File: config.mk
export PLATFORM = sky130hd
export DESIGN_NAME = sonic_vc_rl_timing_adapter
export DESIGN_NICKNAME = d
export VERILOG_FILES = /design/src/rtl/sonic_vc_ta_pkg.sv /design/src/rtl/sonic_vc_ta_fifo.sv /design/src/rtl/sonic_vc_rl_timing_adapter.sv
export SDC_FILE = /design/constraint.sdc
export NUM_CORES = 1
export LEC_CHECK = 0
export CORE_UTILIZATION = 40
export DETAILED_ROUTE_END_ITERATION = 12
export MAX_ROUTING_LAYER = met4
export PLACE_DENSITY = 0.56
export SYNTH_ARGS = -nofsm -noshare
export SYNTH_HDL_FRONTEND = slang
export SYNTH_SLANG_ARGS = --single-unit
export TNS_END_PERCENT = 20
File: constraint.sdc
create_clock -name clk -period 52.6 [get_ports clk]
set_input_delay 7.89 -clock clk [delete_from_list [all_inputs] [get_ports clk]]
set_output_delay 7.89 -clock clk [all_outputs]
set_load 0.005 [all_outputs]
File: src/rtl/sonic_vc_ta_pkg.sv
// rtl/sonic_vc_ta_pkg.sv - shared constants and width helpers for the RL timing adapter
package sonic_vc_ta_pkg;

  localparam int IN_RL_MAX = 3;

  // Stored beat is {data, error, sop, eop, empty}.
  function automatic int payload_w(input int data_w, input int empty_w);
    return data_w + empty_w + 3;
  endfunction

  // One extra bit so a full FIFO (fill == depth) is representable.
  function automatic int fill_w(input int depth);
    return $clog2(depth) + 1;
  endfunction

endpackage

File: src/rtl/sonic_vc_ta_fifo.sv
// rtl/sonic_vc_ta_fifo.sv - show-ahead FIFO with registered fill level and unreset storage
module sonic_vc_ta_fifo
  import sonic_vc_ta_pkg::*;
#(
  parameter int WIDTH = 8,
  parameter int DEPTH = 8
) (
  input  logic                      clk,
  input  logic                      reset,
  input  logic                      push,
  input  logic [WIDTH-1:0]          push_data,
  input  logic                      pop,
  output logic [WIDTH-1:0]          pop_data,
  output logic [fill_w(DEPTH)-1:0]  fill_level
);

  localparam int AW = $clog2(DEPTH);
  localparam int FW = fill_w(DEPTH);
  localparam logic [FW-1:0] FULL = FW'(DEPTH);

  logic [WIDTH-1:0] mem [DEPTH];
  logic [AW-1:0]    wr_ptr;
  logic [AW-1:0]    rd_ptr;
  logic             do_push;
  logic             do_pop;

  // A push into a full FIFO is only taken when a pop frees the slot in the same cycle.
  assign do_pop  = pop & (fill_level != '0);
  assign do_push = push & ((fill_level != FULL) | do_pop);

  always_ff @(posedge clk) begin
    if (do_push && !reset) begin
      mem[wr_ptr] <= push_data;
    end
  end

  always_ff @(posedge clk) begin
    if (reset) begin
      wr_ptr     <= '0;
      rd_ptr     <= '0;
      fill_level <= '0;
    end else begin
      if (do_push) begin
        wr_ptr <= wr_ptr + 1'b1;
      end
      if (do_pop) begin
        rd_ptr <= rd_ptr + 1'b1;
      end
      case ({do_push, do_pop})
        2'b10:   fill_level <= fill_level + 1'b1;
        2'b01:   fill_level <= fill_level - 1'b1;
        default: fill_level <= fill_level;
      endcase
    end
  end

  assign pop_data = mem[rd_ptr];

endmodule

File: src/rtl/sonic_vc_rl_timing_adapter.sv
// rtl/sonic_vc_rl_timing_adapter.sv - ready-latency adapter (sink RL=IN_RL, source RL=0) over a show-ahead FIFO
// Optional sticky overflow flag enabled by defining SONIC_VC_TA_OVERFLOW_EN.
module sonic_vc_rl_timing_adapter
  import sonic_vc_ta_pkg::*;
#(
  parameter int DATA_W  = 128,
  parameter int EMPTY_W = 4,
  parameter int DEPTH   = 8,
  parameter int IN_RL   = 1
) (
  input  logic                      clk,
  input  logic                      reset,
  output logic                      in_ready,
  input  logic                      in_valid,
  input  logic [DATA_W-1:0]         in_data,
  input  logic                      in_error,
  input  logic                      in_startofpacket,
  input  logic                      in_endofpacket,
  input  logic [EMPTY_W-1:0]        in_empty,
  input  logic                      out_ready,
  output logic                      out_valid,
  output logic [DATA_W-1:0]         out_data,
  output logic                      out_error,
  output logic                      out_startofpacket,
  output logic                      out_endofpacket,
  output logic [EMPTY_W-1:0]        out_empty,
  output logic [fill_w(DEPTH)-1:0]  fill_level
`ifdef SONIC_VC_TA_OVERFLOW_EN
  ,
  output logic                      overflow
`endif
);

  localparam int PW = payload_w(DATA_W, EMPTY_W);
  localparam int FW = fill_w(DEPTH);
  localparam logic [FW-1:0] READY_MAX = FW'(DEPTH - 1 - IN_RL);

  if (IN_RL > IN_RL_MAX || IN_RL < 0) begin : g_bad_rl
    $error("IN_RL out of range");
  end
  if (DEPTH < IN_RL + 2) begin : g_bad_depth
    $error("DEPTH too small for IN_RL");
  end

  logic          push;
  logic          pop;
  logic [PW-1:0] push_payload;
  logic [PW-1:0] pop_payload;

  // Leave room for the IN_RL beats that may still arrive after ready drops.
  assign in_ready  = (fill_level <= READY_MAX);
  assign out_valid = (fill_level != '0);
  assign pop       = out_valid & out_ready;

  if (IN_RL == 0) begin : g_rl0
    assign push = in_valid & in_ready;
  end else begin : g_rln
    assign push = in_valid;
  end

  assign push_payload = {in_data, in_error, in_startofpacket, in_endofpacket, in_empty};
  assign {out_data, out_error, out_startofpacket, out_endofpacket, out_empty} = pop_payload;

  sonic_vc_ta_fifo #(
    .WIDTH (PW),
    .DEPTH (DEPTH)
  ) u_fifo (
    .clk        (clk),
    .reset      (reset),
    .push       (push),
    .push_data  (push_payload),
    .pop        (pop),
    .pop_data   (pop_payload),
    .fill_level (fill_level)
  );

`ifdef SONIC_VC_TA_OVERFLOW_EN
  always_ff @(posedge clk) begin
    if (reset) begin
      overflow <= 1'b0;
    end else if (push && (fill_level == FW'(DEPTH)) && !pop) begin
      overflow <= 1'b1;
    end
  end
`endif

endmodule

==> results of run 1 <==
-- how the worst min path moves through the flow --
stage,slack (ps),cells after the start,endpoint
floorplan,460,2,u_fifo.wr_ptr[0]$_SDFFE_PP0P_
global placement,510,2,flop
detailed placement,500,2,u_fifo.wr_ptr[0]$_SDFFE_PP0P_
CTS,510,2,u_fifo.wr_ptr[0]$_SDFFE_PP0P_
global route,550,2,u_fifo.wr_ptr[0]$_SDFFE_PP0P_
finish,510,2,u_fifo.wr_ptr[0]$_SDFFE_PP0P_
-- layout make-up --
| cell class | count | area, sq um | area share |
|---|---|---|---|
| antenna | 16 | 40.0 | 0.000812 |
| tap | 1368 | 1710 | 0.0347 |
| multi-input combinational | 470 | 8090 | 0.164 |
| inverter | 3 | 11.3 | 0.000228 |
| timing repair buffer | 313 | 3070 | 0.0623 |
| sequential | 1093 | 32700 | 0.663 |
| clock inverter | 78 | 749 | 0.0152 |
| clock buffer | 137 | 2950 | 0.0598 |
-- cell usage after synthesis (all sizes together) (3+ instances only) --
master / instances / area, sq um
nand3: 3 / 15.0
xnor2: 3 / 26.3
nand2b: 3 / 18.8
inv: 3 / 11.3
a21oi: 3 / 15.0
clkbuf: 19 / 71.3
mux4: 270 / 6080
dfxtp: 13 / 260
mux2i: 3 / 30.0
nor3: 3 / 15.0
nor2: 15 / 56.3
xor2: 3 / 26.3
mux2: 135 / 1520
ha: 4 / 50.1
nand2: 3 / 11.3
buf: 59 / 413
edfxtp: 1080 / 32400
-- critical path: cells and delay by family, from the launching register on --
| family | cells | cell delay, ps |
|---|---|---|
| buf+inv | 3 | 2100 |
| flops | 1 | 750 |
| mux | 2 | 930 |
-- registers in the layout (all words and copies together), names as in the netlist, named ones only --
signal,count
u_fifo.rd_ptr,3
u_fifo.fill_level,4
u_fifo.mem,1080
u_fifo.wr_ptr,3
-- per-stage QoR --
step / setup slack, ps / hold slack (ps) / power, mW
floorplan: 30360 / 462 / 1.31
global placement: 39990 / 514 / 1.47
detailed placement: 39950 / 500 / 1.48
CTS: 39870 / 511 / 2.27
global route: 39680 / 548 / 2.33
finish: 40120 / 511 / 2.23
-- kinds of logic (layout without fill, tap and decap cells) --
family	Yosys count	count (layout)	synth area share
DFF	1093	1093	0.793
muxes	408	408	0.185
adders and majority gates	5	5	0.00170
other	0	16	0
xor gates and xnor gates	6	6	0.00127
and+or+nand+nor	37	37	0.00452
AOI/OAI and AO/OA	14	14	0.00246
buffers and inverters	81	531	0.0120
-- per-layer routing --
layer | global-route usage | wire (um)
met5 | - | 0
met4 | 0.0427 | 1370
met3 | 0.0455 | 5120
met2 | 0.278 | 42900
met1 | 0.225 | 38000
-- power by group --
| group | total (mW) | leakage [nW] | switching (mW) | internal [mW] |
|---|---|---|---|---|
| Sequential | 0.996 | 9.86 | 0.0198 | 0.976 |
| Combinational | 0.450 | 3.36 | 0.181 | 0.269 |
| Clock | 0.789 | 1.80 | 0.330 | 0.459 |
| Total | 2.23 | 15.0 | 0.531 | 1.70 |
==> metrics.md, run 1 <==
| Metric | Value |
|---|---|
| CTS root buf | `clkbuf_16` |
| Final instance area | `49300 sq um` |
| Core area | `102000 sq um` |
| DR vias | `18.1k` |
| Post-layout min period | `12480 ps` |
| Crit-path cells | `buf_4 -> buf_4 -> mux4_2 -> mux2_2 -> clkdlybuf4s50_1` |
| Lkg Pwr | `15.0 nW` |
| # placed instances | `3247` |
| Worst reg2reg path depth | `7` |
| Gate Count Post-Synth | `1644` |
| CP arrival | `4590 ps` |
| Layout cells sized above 1 | `0.299` |
| Max-Cap Viols | `0` |
| Number of global-route vias before repair | `19.8k` |
| Worst VDD drop | `0.0338 mV` |
| Ys async rst share | `0` |
| Routed Antenna Nets | `0` |
| Io pins | `280` |
| Min-delay src | `u_fifo.wr_ptr[0]$_SDFFE_PP0P_` |
| Via/cell ratio | `5.21` |
| Worst setup SP type | `flop` |
| Global-route wire length before repair | `129000 um` |
| R2r endpoint | `u_fifo.mem[2][90]$_DFFE_PP_` |
| Required time of the critical path | `44710 ps` |
| Die width | `323 um` |
| Tightest Pin Transition | `1200 ps` |
| Pwr Density | `45.3 nW/um^2` |
| Slowest-stage cell, CP | `buf_4` |
| Layout Utilization | `0.483` |
| Final nets | `2138` |
| Hold Path Class | `flop to flop` |
| Initial antenna violation count | `14` |
| Syn Nets | `1788` |
| Gr usage total | `0.175` |
| Commonest non-fill, non-tap cell in the layout | `edfxtp_1` |
| Yosys cell types | `37` |
| RSZ-0062 raised after global routing | `false` |
| Slew HR | `0.203` |
| Area Overhead vs Synth | `19.7%` |
| CP max stage delay | `890 ps` |
| IO Port Bufs | `279` |
| Mapped Area | `41200 sq um` |
| DR iter-0 viols | `1141` |
| Cts hold-fix bufs | `0` |
| Non-filler cells, final | `3478` |
| Placed Instance Area | `45600 sq um` |
| CTS Buf Count | `113` |
| Syn_area_per_cell | `25.1 sq um` |
| Drt drc | `0` |
| Sequential element share of the synthesized area | `0.793` |
| Clock sinks | `1093` |
| Post-Route WL | `87400 um` |
| F_max | `0.0801 GHz` |
| Crit path capture | `out_data[3]` |
| CTS tree | `yes` |
| Yosys warning total | `0` |
| Most frequent cells in the layout | `1080 x edfxtp_1, 279 x clkdlybuf4s50_1, 270 x mux4_2, 135 x mux2_2, 113 x clkbuf_16` |
| Hold Vio Cnt, Final | `0` |
| Status | `finished, final reports clean` |
| Setup TNS | `0 ps` |
| Worst-Skew Late Latency | `700 ps` |
| Ys flop type | `edfxtp_1` |
| DRT Pass-1 Iters | `4` |
| Clock Tree Buf Depth | `3` |
| RR Startpoint | `u_fifo.fill_level[1]$_SDFFE_PP0P_` |
| CTS clk-pin slew, worst paths | `60 ps` |
| GR Overflow Total | `0` |
| FF+latch count, synth | `1093` |
| EDFF count, synth | `1080` |
| HPWL Detailed | `46300 um` |
| Initial Util | `0.404` |
| Routability cong. | `0.723` |
| Critical-path maximum fanout | `50` |
| R2R Setup Slk | `48020 ps` |
| Post-CTS Setup Inserts | `0` |
| Site Rows | `117` |
| Post-CTS resize count | `0` |
| Routed len/inst | `25.1 um` |
| Die footprint | `104000 sq um` |
| Final critical-path share of the clock period | `0.237` |
| Fin. max-slew vios | `0` |
| CP Class | `flop to primary output` |
| Largest net degree at the start of global routing | `122` |
| Fillcell total | `8308` |
| Crit. End Element | `primary output` |
| CP dominant cell by count | `buf_4` |
| Final setup viols | `0` |
| Clock Skew | `21.4 ps` |
| Die H | `323 um` |
| H-tree Lvls | `3` |
No activity file was read; power rests on OpenSTA's default activity.
==> inputs of run 2 (changes only) <==
==> constraint.sdc (replaced) <==
create_clock -name clk -period 11.7 [get_ports clk]
set_input_delay 1.755 -clock clk [delete_from_list [all_inputs] [get_ports clk]]
set_output_delay 1.755 -clock clk [all_outputs]
set_load 0.005 [all_outputs]
==> metrics.md, run 2 (synthesis gave the netlist of run 1 again) <==
| Metric | Value |
|---|---|
| CP Class | `flop to primary output (unchanged)` |
| H-tree Lvls | `3 (unchanged)` |
| DRT Pass-1 Iters | `5 (was 4)` |
| GR Overflow Total | `0 (unchanged)` |
| Critical-path maximum fanout | `50 (unchanged)` |
| Via/cell ratio | `5.20 (was 5.21)` |
| Worst hold path depth | `2 (unchanged)` |
| Slew HR | `0.152 (was 0.203)` |
| GRT busiest layer | `met2 (unchanged)` |
| Die H | `323 um (unchanged)` |
| Core area | `102000 sq um (unchanged)` |
| Worst setup SP type | `flop (unchanged)` |
| Routed Antenna Nets | `0 (unchanged)` |
| Hold Vio Cnt, Final | `0 (unchanged)` |
| Post-Route WL | `86700 um (was 87400 um)` |
| Non-filler cells, final | `3464 (was 3478)` |
| Most flop-heavy register | `u_fifo.mem (unchanged)` |
| IO Port Bufs | `279 (unchanged)` |
| HPWL Detailed | `44600 um (was 46300 um)` |
| Area Overhead vs Synth | `19.7% (about the same)` |
| Tightest Pin Transition | `1270 ps (was 1200 ps)` |
| Pwr Density | `204 nW/um^2 (was 45.3 nW/um^2)` |
| Final setup viols | `0 (unchanged)` |
| Hold Path Class | `flop to flop (unchanged)` |
| Commonest non-fill, non-tap cell in the layout | `edfxtp_1 (unchanged)` |
| Gr usage total | `0.173 (was 0.175)` |
| F_max | `0.156 GHz` |
| Initial antenna violation count | `12 (was 14)` |
| Layout cells sized above 1 | `0.289 (was 0.299)` |
| Number of flip-flops in the largest register | `1080 (unchanged)` |
| Number of global-route vias before repair | `19.6k (was 19.8k)` |
| CTS root buf | `clkbuf_16 (unchanged)` |
| DR iter-0 viols | `1304 (was 1141)` |
| Crit. End Element | `primary output (unchanged)` |
| Max-Cap Viols | `0 (unchanged)` |
| Die footprint | `104000 sq um (unchanged)` |
| CTS tree | `yes (unchanged)` |
| Routed len/inst | `25.0 um (was 25.1 um)` |
| Status | `finished, final reports clean (unchanged)` |
| Final critical-path share of the clock period | `0.548` |
| Power, Total | `10.1 mW (was 2.23 mW)` |
| Lkg Pwr | `15.0 nW (about the same)` |
| CTS clk-pin slew, worst paths | `60 ps (about the same)` |
| Worst VDD drop | `0.196 mV (was 0.0338 mV)` |
| Worst reg2reg path depth | `6 (was 7)` |
| Routability cong. | `0.722 (was 0.723)` |
| Clock Tree Buf Depth | `3 (unchanged)` |
| Drt drc | `0 (unchanged)` |
| DR vias | `18.0k (was 18.1k)` |
| Site Rows | `117 (unchanged)` |
| Clock sinks | `1093 (unchanged)` |
| Cts hold-fix bufs | `0 (unchanged)` |
| Most frequent cells in the layout | `1080 x edfxtp_1, 279 x clkdlybuf4s50_1, 270 x mux4_2, 135 x mux2_2, 115 x clkbuf_16 (was 1080 x edfxtp_1, 279 x clkdlybuf4s50_1, 270 x mux4_2, 135 x mux2_2, 113 x clkbuf_16)` |
| Required time of the critical path | `9950 ps (was 44710 ps)` |
| Post-CTS Setup Inserts | `0 (unchanged)` |
| Met2 Track Usage GR | `0.272 (was 0.278)` |
| Met3 usage | `0.0399 (was 0.0455)` |
| # placed instances | `3243 (was 3247)` |
| RSZ-0062 raised after global routing | `false (unchanged)` |
| Grt met1 use | `0.227 (was 0.225)` |
| Die width | `323 um (unchanged)` |
| Final nets | `2135 (was 2138)` |
| Largest net degree at the start of global routing | `162 (was 122)` |
| Post-CTS resize count | `0 (unchanged)` |
| Fin. max-slew vios | `0 (unchanged)` |
| Clock Skew | `20.3 ps (was 21.4 ps)` |
| Worst-Skew Late Latency | `710 ps (was 700 ps)` |
| CP arrival | `4660 ps (was 4590 ps)` |
| Initial Util | `0.404 (unchanged)` |
| Post-layout min period | `6410 ps` |
| CTS Buf Count | `114 (was 113)` |
| Largest registers | `u_fifo.mem x1080, u_fifo.fill_level x4 (unchanged)` |
| Global-route wire length before repair | `127000 um (was 129000 um)` |
| Io pins | `280 (unchanged)` |
-- run 2: cell types whose count changed in the layout (fill, tap and decap cells not counted), moves of 2 or more --
cell | previous run | this run
buf_12 | 2 | 5
buf_4 | 32 | 25
bufinv_16 | 12 | 14
clkbuf_1 | 21 | 18
clkbuf_16 | 113 | 115
clkbuf_8 | 3 | 0
clkinv_1 | 19 | 36
clkinv_2 | 29 | 19
clkinvlp_4 | 9 | 2
diode_2 | 16 | 12
inv_6 | 5 | 0
-- run 2: metal layers --
metal  part of all wire  wire length [um]
met1               0.44             38200
met2               0.49             42400
met5                  0                 0
met4              0.015              1340
met3              0.055              4730
-- run 2: cell type report --
class,instances,area (sq um)
Fill cell,8227,52700
Sequential cell,1093,32700
Multi-Input combinational cell,470,8100
Timing Repair Buffer,309,3080
Clock buffer,133,2950
Tap cell,1368,1710
Clock inverter,76,747
Antenna cell,12,30.0
Inverter,3,11.3
-- run 2: where the power goes --
| part | switching (mW) | internal, mW |
|---|---|---|
| clock network | 1.46 | 2.10 |
| registers | 0.0964 | 4.39 |
| logic | 0.803 | 1.21 |
-- run 2: path summary, 6_finish.rpt --
path	from	end	slack (ps)
hold reg to reg	u_fifo.wr_ptr[0]$_SDFFE_PP0P_	u_fifo.wr_ptr[0]$_SDFFE_PP0P_	510
setup reg to reg	u_fifo.fill_level[0]$_SDFFE_PP0P_	u_fifo.mem[4][109]$_DFFE_PP_	7950
hold / removal	u_fifo.wr_ptr[0]$_SDFFE_PP0P_	u_fifo.wr_ptr[0]$_SDFFE_PP0P_	510
setup / recovery	flop	out_data[90]	5290
-- run 2: through the flow --
| stage | setup slack (ps) | hold slack [ps] | setup TNS, ps | area, sq um | utilization |
|---|---|---|---|---|---|
| 2_1_floorplan | -4190 | 462 | -725610 | 41200 | - |
| 3_3_place_gp | 5820 | 494 | 0 | 45600 | 0.447 |
| 3_5_place_dp | 5820 | 489 | 0 | 45600 | 0.447 |
| 4_1_cts | 5050 | 506 | 0 | 49300 | 0.483 |
| 5_1_grt | 4830 | 541 | 0 | 49300 | 0.483 |
| 6_report | 5290 | 507 | 0 | 49300 | 0.483 |
-- run 2: critical path, stage by stage, from the launching register on --
cell and delay (ps):
dfxtp_4 960, buf_4 660, buf_4 880, mux4_2 600, mux2_2 320, clkdlybuf4s50_1 450
